File: config.mk
export PLATFORM = sky130hd
export DESIGN_NAME = regfile_wb_arbiter
export DESIGN_NICKNAME = d
export VERILOG_FILES = /design/src/rtl/regfile_wb_arbiter.sv
export SDC_FILE = /design/constraint.sdc
export NUM_CORES = 1
export LEC_CHECK = 0
export ABC_CLOCK_PERIOD_IN_PS = 4100
export BUFFER_PORTS_ARGS = -buffer_cell sky130_fd_sc_hd__buf_2
export CELL_PAD_IN_SITES_DETAIL_PLACEMENT = 2
export CELL_PAD_IN_SITES_GLOBAL_PLACEMENT = 2
export CORE_MARGIN = 2
export CORE_UTILIZATION = 40
export DETAILED_ROUTE_END_ITERATION = 10
export PLACE_DENSITY_LB_ADDON = 0.1
export SKIP_LAST_GASP = 1
export SLEW_MARGIN = 20
export SYNTH_ARGS = -nofsm -noshare
export SYNTH_HDL_FRONTEND = slang
export SYNTH_SLANG_ARGS = --single-unit
File: constraint.sdc
create_clock -name p_clk -period 4.1 [get_ports p_clk]
set_clock_uncertainty 0.2 [all_clocks]
set_input_delay 0 -clock p_clk [delete_from_list [all_inputs] [get_ports p_clk]]
set_output_delay 0 -clock p_clk [all_outputs]
set_load 0.02 [all_outputs]
File: src/rtl/regfile_wb_arbiter.sv
`default_nettype none
// regfile_wb_arbiter: merges pipeline (A) and mul/div FIFO (B) writebacks onto the single
// register-file write port, tracks registers still owed by B, and raises a starvation stall.
module regfile_wb_arbiter #(
  parameter int WIDTH      = 64,
  parameter int ADDR       = 5,
  parameter int BLOCKSIZE  = 32,
  parameter int DEPTH      = 4,
  parameter int STARVE_MAX = 8
) (
  input  logic             p_clk,
  input  logic             p_rst,
  input  logic             p_a_valid,
  input  logic [ADDR-1:0]  p_a_addr,
  input  logic [WIDTH-1:0] p_a_data,
  input  logic             p_b_valid,
  output logic             p_b_ready,
  input  logic [ADDR-1:0]  p_b_addr,
  input  logic [WIDTH-1:0] p_b_data,
  input  logic             p_issue_valid,
  input  logic [ADDR-1:0]  p_issue_addr,
  input  logic [ADDR-1:0]  p_chk_addr1,
  input  logic [ADDR-1:0]  p_chk_addr2,
  output logic             p_hazard1,
  output logic             p_hazard2,
  output logic             p_stall,
  output logic             p_rf_we,
  output logic [ADDR-1:0]  p_rf_waddr,
  output logic [WIDTH-1:0] p_rf_din
);
  localparam int IW = $clog2(DEPTH);
  localparam int PW = IW + 1;
  localparam int CW = $clog2(STARVE_MAX + 1);

  logic [ADDR-1:0]      fifo_addr [DEPTH];
  logic [WIDTH-1:0]     fifo_data [DEPTH];
  logic [PW-1:0]        wr_ptr;
  logic [PW-1:0]        rd_ptr;
  logic [BLOCKSIZE-1:0] pending;
  logic [BLOCKSIZE-1:0] pending_nxt;
  logic [CW-1:0]        starve_cnt;
  logic [CW-1:0]        starve_nxt;
  logic                 empty;
  logic                 full;
  logic                 push;
  logic                 pop;
  logic [ADDR-1:0]      head_addr;
  logic [WIDTH-1:0]     head_data;

  assign empty     = (wr_ptr == rd_ptr);
  // Same slot on a different lap means full; the extra pointer MSB tells the laps apart.
  assign full      = (wr_ptr[IW] != rd_ptr[IW]) && (wr_ptr[IW-1:0] == rd_ptr[IW-1:0]);
  assign p_b_ready = ~full;
  assign push      = p_b_valid & ~full;
  assign pop       = ~p_a_valid & ~empty;
  assign head_addr = fifo_addr[rd_ptr[IW-1:0]];
  assign head_data = fifo_data[rd_ptr[IW-1:0]];

  assign p_hazard1 = pending[p_chk_addr1] & (p_chk_addr1 != '0);
  assign p_hazard2 = pending[p_chk_addr2] & (p_chk_addr2 != '0);

  // A new issue to a register overrides the clear from a retiring older result.
  always_comb begin
    pending_nxt = pending;
    if (pop)
      pending_nxt[head_addr] = 1'b0;
    if (p_issue_valid && (p_issue_addr != '0))
      pending_nxt[p_issue_addr] = 1'b1;
  end

  always_comb begin
    if (empty || pop)
      starve_nxt = '0;
    else if (starve_cnt == CW'(STARVE_MAX))
      starve_nxt = starve_cnt;
    else
      starve_nxt = starve_cnt + CW'(1);
  end

  always_ff @(posedge p_clk) begin
    if (push) begin
      fifo_addr[wr_ptr[IW-1:0]] <= p_b_addr;
      fifo_data[wr_ptr[IW-1:0]] <= p_b_data;
    end
  end

  always_ff @(posedge p_clk or posedge p_rst) begin
    if (p_rst) begin
      wr_ptr     <= '0;
      rd_ptr     <= '0;
      pending    <= '0;
      starve_cnt <= '0;
      p_stall    <= 1'b0;
      p_rf_we    <= 1'b0;
      p_rf_waddr <= '0;
      p_rf_din   <= '0;
    end else begin
      if (push)
        wr_ptr <= wr_ptr + PW'(1);
      if (pop)
        rd_ptr <= rd_ptr + PW'(1);
      pending    <= pending_nxt;
      starve_cnt <= starve_nxt;
      p_stall    <= (starve_nxt == CW'(STARVE_MAX));
      if (p_a_valid) begin
        p_rf_we    <= (p_a_addr != '0);
        p_rf_waddr <= p_a_addr;
        p_rf_din   <= p_a_data;
      end else if (pop) begin
        p_rf_we    <= (head_addr != '0);
        p_rf_waddr <= head_addr;
        p_rf_din   <= head_data;
      end else begin
        p_rf_we    <= 1'b0;
      end
    end
  end
endmodule
`default_nettype wire

==> report_table.html <==
<table>
<tr><th>Metric</th><th>Value</th></tr>
<tr><th colspan="2">Setup path</th></tr>
<tr><td>Cells traversed along the worst timing path</td><td>buf_4, mux4_2, nor2b_1, a31oi_1, dlygate4sd3_1</td></tr>
<tr><td>Beginning of the worst register-to-register path</td><td>rd_ptr[1]</td></tr>
<tr><td>Cell depth of the worst flop-to-flop path</td><td>5</td></tr>
<tr><td>Type of element launching the critical path</td><td>register</td></tr>
<tr><td>Worst-path cell with the longest stage delay</td><td>buf_4</td></tr>
<tr><td>Type of the worst setup path</td><td>reg2reg</td></tr>
<tr><td>Arr. time, crit path</td><td>3.63 ns</td></tr>
<tr><td>Setup slack, reg-to-reg</td><td>0.69 ns</td></tr>
<tr><td>Worst path max stage delay</td><td>0.85 ns</td></tr>
<tr><td>Reg2Reg Capture Point</td><td>pending[18]</td></tr>
<tr><td>Worst-path maximum fanout</td><td>71</td></tr>
<tr><td>Element type at the critical path end</td><td>register</td></tr>
<tr><td>WP data required</td><td>4.31 ns</td></tr>
<tr><th colspan="2">Synthesis</th></tr>
<tr><td>Post-synth top area share</td><td>52.33%</td></tr>
<tr><td>Count of warnings emitted by yosys</td><td>0</td></tr>
<tr><td>Number of enable-type register cells in the synthesized netlist</td><td>276</td></tr>
<tr><td>Synth Instances</td><td>945</td></tr>
<tr><td>Leading post-synthesis cells by cell area</td><td>edfxtp_1 (52%), dfrtp_1 (18%), mux4_2 (12%), mux2i_1 (5.0%), o21ai_0 (2.2%)</td></tr>
<tr><td>Flop and latch count out of synthesis</td><td>389</td></tr>
<tr><td>Number of nets produced by synthesis</td><td>1,110</td></tr>
<tr><td>Ranking of synthesized cells by instance count</td><td>edfxtp_1 (276), dfrtp_1 (113), nand2_1 (92)</td></tr>
<tr><td>Most instantiated flip-flop cell in the synthesis netlist</td><td>edfxtp_1</td></tr>
<tr><td>Cell accounting for the most synthesized area</td><td>edfxtp_1</td></tr>
<tr><td>Synth async-reset ratio</td><td>29.05%</td></tr>
<tr><td>Post-Syn Area</td><td>15,840 um^2</td></tr>
<tr><td>Most common cell in the netlist</td><td>edfxtp_1</td></tr>
<tr><td>Average cell area after synthesis</td><td>16.76 um^2</td></tr>
<tr><td>Unique cell type count in the Yosys netlist</td><td>42</td></tr>
<tr><td>Seq/Total Area, Yosys</td><td>70.19%</td></tr>
<tr><th colspan="2">Worst hold path</th></tr>
<tr><td>HP Class</td><td>in2reg</td></tr>
<tr><td>WHS Path Cells</td><td>2</td></tr>
<tr><td>Capture endpoint of the worst hold path</td><td>fifo_data[0][33]</td></tr>
<tr><td>Hold path start</td><td>p_b_data[33]</td></tr>
<tr><th colspan="2">Final layout</th></tr>
<tr><td>Total area of multi-input combinational cells</td><td>4441 um^2</td></tr>
<tr><td>Area taken by flip-flops and latches</td><td>11,120 um^2</td></tr>
<tr><td>Filler cells</td><td>3,464</td></tr>
<tr><td>Ratio of cells with drive above 1 in the final layout</td><td>28.02%</td></tr>
<tr><td>Net count of the finished layout</td><td>1,581</td></tr>
<tr><td>Post-route design area</td><td>21,370 um^2</td></tr>
<tr><td>Synth-to-layout area growth</td><td>34.94%</td></tr>
<tr><th colspan="2">Floorplan</th></tr>
<tr><td>Number of placement rows</td><td>72</td></tr>
<tr><td>Die footprint</td><td>41,200 um^2</td></tr>
<tr><td>Initial Util</td><td>40.79%</td></tr>
<tr><td>Floorplan die height</td><td>203.0 um</td></tr>
<tr><td>Top-level port count</td><td>232</td></tr>
<tr><td>Core area</td><td>38,830 um^2</td></tr>
<tr><td>Width of the chip</td><td>203.0 um</td></tr>
<tr><th colspan="2">Drt</th></tr>
<tr><td>Number of detailed-routing iterations run before antenna repair</td><td>4</td></tr>
<tr><td>Detailed Route Iter0 Violations</td><td>600</td></tr>
<tr><td>Wire length per cell after detailed routing</td><td>27.36 um</td></tr>
<tr><td>Vias per cell</td><td>5.387</td></tr>
<tr><td>Count of nets left with antenna violations after detail routing</td><td>0</td></tr>
<tr><td>Via total after detailed routing</td><td>10,651</td></tr>
<tr><td>DRC errors left</td><td>0</td></tr>
<tr><td>Routed WL</td><td>54,100 um</td></tr>
<tr><th colspan="2">STA</th></tr>
<tr><td>F_max</td><td>292.9 MHz</td></tr>
<tr><td>Slew at the pin closest to its max-slew limit</td><td>1.115 ns</td></tr>
<tr><td>Number of hold violations in the final report</td><td>0</td></tr>
<tr><td>Slew Limit Fails</td><td>0</td></tr>
<tr><td>Final worst path period need</td><td>3.414 ns</td></tr>
<tr><td>Post-route fraction of the period consumed by the critical path</td><td>83.27%</td></tr>
<tr><td>Total Negative Setup Slacks</td><td>0 ns</td></tr>
<tr><td>Worst slew margin relative to its limit</td><td>25.69%</td></tr>
<tr><td>Final setup violation count</td><td>0</td></tr>
<tr><td>RSZ-0062 raised after global routing</td><td>false</td></tr>
<tr><th colspan="2">GRT</th></tr>
<tr><td>Overall fraction of global-route tracks in use</td><td>26.49%</td></tr>
<tr><td>First-pass GRT wire length</td><td>80,290 um</td></tr>
<tr><td>Via count of the first global-routing pass</td><td>12,386</td></tr>
<tr><td>Number of antenna violations at the first check in global routing</td><td>13</td></tr>
<tr><td>Global route overflow</td><td>0</td></tr>
<tr><td>Largest net degree at the start of global routing</td><td>79</td></tr>
<tr><th colspan="2">CTS</th></tr>
<tr><td>Reg clk slew, reported paths</td><td>0.08 ns</td></tr>
<tr><td>Sink count of the clock tree</td><td>389</td></tr>
<tr><td>Maximum count of clock buffers along a single path</td><td>3</td></tr>
<tr><td>Clock tree from TritonCTS</td><td>built</td></tr>
<tr><td>Number of cells upsized or downsized after cts</td><td>0</td></tr>
<tr><td># H-tree levels</td><td>2</td></tr>
<tr><td>Num CTS Buffers</td><td>42</td></tr>
<tr><td>Setup bufs post-CTS</td><td>0</td></tr>
<tr><td>Cell at the root of the clock tree</td><td>clkbuf_16</td></tr>
<tr><td>Number of hold buffers added after cts</td><td>240</td></tr>
<tr><td>Clock insertion delay at the later pin of the skew report</td><td>0.57 ns</td></tr>
<tr><th colspan="2">Power and ir drop</th></tr>
<tr><td>Pwr/cell area</td><td>724.9 nW/um^2</td></tr>
<tr><td>Clock network fraction of total power</td><td>24.8%</td></tr>
<tr><td>Switching fraction of total power</td><td>35.51%</td></tr>
<tr><td>Total power</td><td>15.49 mW</td></tr>
<tr><td>Fraction of power consumed by combinational cells</td><td>35.9%</td></tr>
<tr><td>Net load switching power</td><td>5.500 mW</td></tr>
<tr><td>Sequential share of power</td><td>39.3%</td></tr>
<tr><td>Cell Int Power</td><td>9.991 mW</td></tr>
<tr><td>Total leakage power</td><td>8.448 nW</td></tr>
<tr><td>IR drop worst, VDD</td><td>358.1 uV</td></tr>
<tr><th colspan="2">Flow run</th></tr>
<tr><td>Max-cap violation count</td><td>0</td></tr>
<tr><th colspan="2">Placed design</th></tr>
<tr><td>HPWL after detailed placement</td><td>27,420 um</td></tr>
<tr><td>Gpl congestion</td><td>0.7301</td></tr>
<tr><td>Port bufs</td><td>231</td></tr>
<tr><td>Area after detailed placement</td><td>17,590 um^2</td></tr>
<tr><th colspan="2">Status</th></tr>
<tr><td>Run status</td><td>complete, no violations</td></tr>
</table>
[flip-flops by register name, indices dropped and copies added, names as in the netlist]
signal,flops
fifo_addr,20
fifo_data,256
p_rf_din,64
p_rf_waddr,5
p_rf_we,1
p_stall,1
pending,32
rd_ptr,3
starve_cnt,4
wr_ptr,3
[critical path, delay by kind of cell, from the launching register on]
family	cells	cell delay, ns
buf+inv	2	1.44
simple gates	1	0.56
compound gates	1	0.16
mux	1	0.50
flops	1	0.41
[metal layers]
metal,track usage (%),part of all wire [%],up-vias
met4,8.394,2.0,0
met2,47.10,53,327
li1,-,-,4647
met5,0,0,-
met3,4.189,4.6,67
met1,33.24,40,5610
[power by group through the flow]
stage                     logic [mW]  clock network (mW)  registers, mW
after floorplan                 3.08                   0           6.23
after global placement          4.82                   0           5.98
after detailed placement        4.94                   0           6.06
after CTS                       5.35                3.81           5.99
after global routing            5.96                4.05           6.19
final                           5.56                3.85           6.08
[worst max-delay path by stage]
stage | slack (ns) | endpoint | from | cells past startpoint
after floorplan | 0.68 | fifo_addr[3][0] | rd_ptr[1] | 4
after global placement | 1.17 | pending[12] | rd_ptr[1] | 5
after detailed placement | 1.11 | fifo_data[2][49] | rd_ptr[0] | 4
after CTS | 0.71 | pending[18] | rd_ptr[1] | 5
after global routing | 0.50 | pending[18] | rd_ptr[1] | 5
final | 0.69 | pending[18] | rd_ptr[1] | 5
[per-stage QoR]
stage | hold slack [ns] | std cells | setup WS (ns) | utilization, %
6_report | 0.009157 | 1977 | 0.6859 | 55.04
5_1_grt | 0.005422 | 1976 | 0.4954 | 55.03
3_3_place_gp | 0.008579 | 1650 | 1.166 | 45.30
3_5_place_dp | 0.01384 | 1650 | 1.110 | 45.30
2_1_floorplan | -0.1011 | 945 | 0.6787 | -
4_1_cts | 0.00005401 | 1967 | 0.7122 | 54.97
[placed cells by master (no fill, tap or decap), types with 3 or more instances in the layout]
| cell type | synthesis | layout |
|---|---|---|
| a21oi_1 | 47 | 47 |
| a31oi_1 | 18 | 18 |
| a41oi_1 | 16 | 16 |
| and2_4 | 0 | 4 |
| and3_1 | 4 | 4 |
| buf_12 | 0 | 4 |
| buf_2 | 22 | 230 |
| buf_4 | 1 | 15 |
| bufinv_16 | 0 | 3 |
| clkbuf_1 | 36 | 6 |
| clkbuf_16 | 0 | 43 |
| clkbuf_8 | 0 | 5 |
| clkinv_1 | 0 | 9 |
| clkinv_2 | 0 | 10 |
| dfrtp_1 | 113 | 111 |
| diode_2 | 0 | 10 |
| dlygate4sd3_1 | 0 | 240 |
| edfxtp_1 | 276 | 276 |
| ha_1 | 7 | 7 |
| inv_1 | 9 | 8 |
| mux2i_1 | 79 | 79 |
| mux4_2 | 83 | 83 |
| nand2_1 | 92 | 92 |
| nand2b_1 | 4 | 4 |
| nand3_1 | 6 | 5 |
| nor2_1 | 13 | 13 |
| nor2b_1 | 4 | 3 |
| nor3_1 | 5 | 5 |
| o21ai_0 | 70 | 70 |
| xnor2_1 | 7 | 7 |
| xor2_1 | 3 | 3 |
[area by class of cell]
class,instances,area share (%)
clock buffer,54,5.463
antenna,10,0.1171
multi-input combinational,485,20.78
timing repair buffer,489,17.53
inverter,9,0.1698
clock inverter,23,0.8549
sequential,389,52.05
tap,518,3.033
[cell families after synthesis]
logic type / Yosys count / share of synthesized area [%]
flip-flops: 389 / 70.19
adder cells (fa/ha/maj): 7 / 0.5530
AND/OR/NAND/NOR: 146 / 4.187
AO/OA/AOI/OAI: 159 / 5.720
multiplexers: 163 / 16.87
XOR/XNOR: 10 / 0.5531
buffers and inverters: 71 / 1.928
No activity file was read; power rests on OpenSTA's default activity.
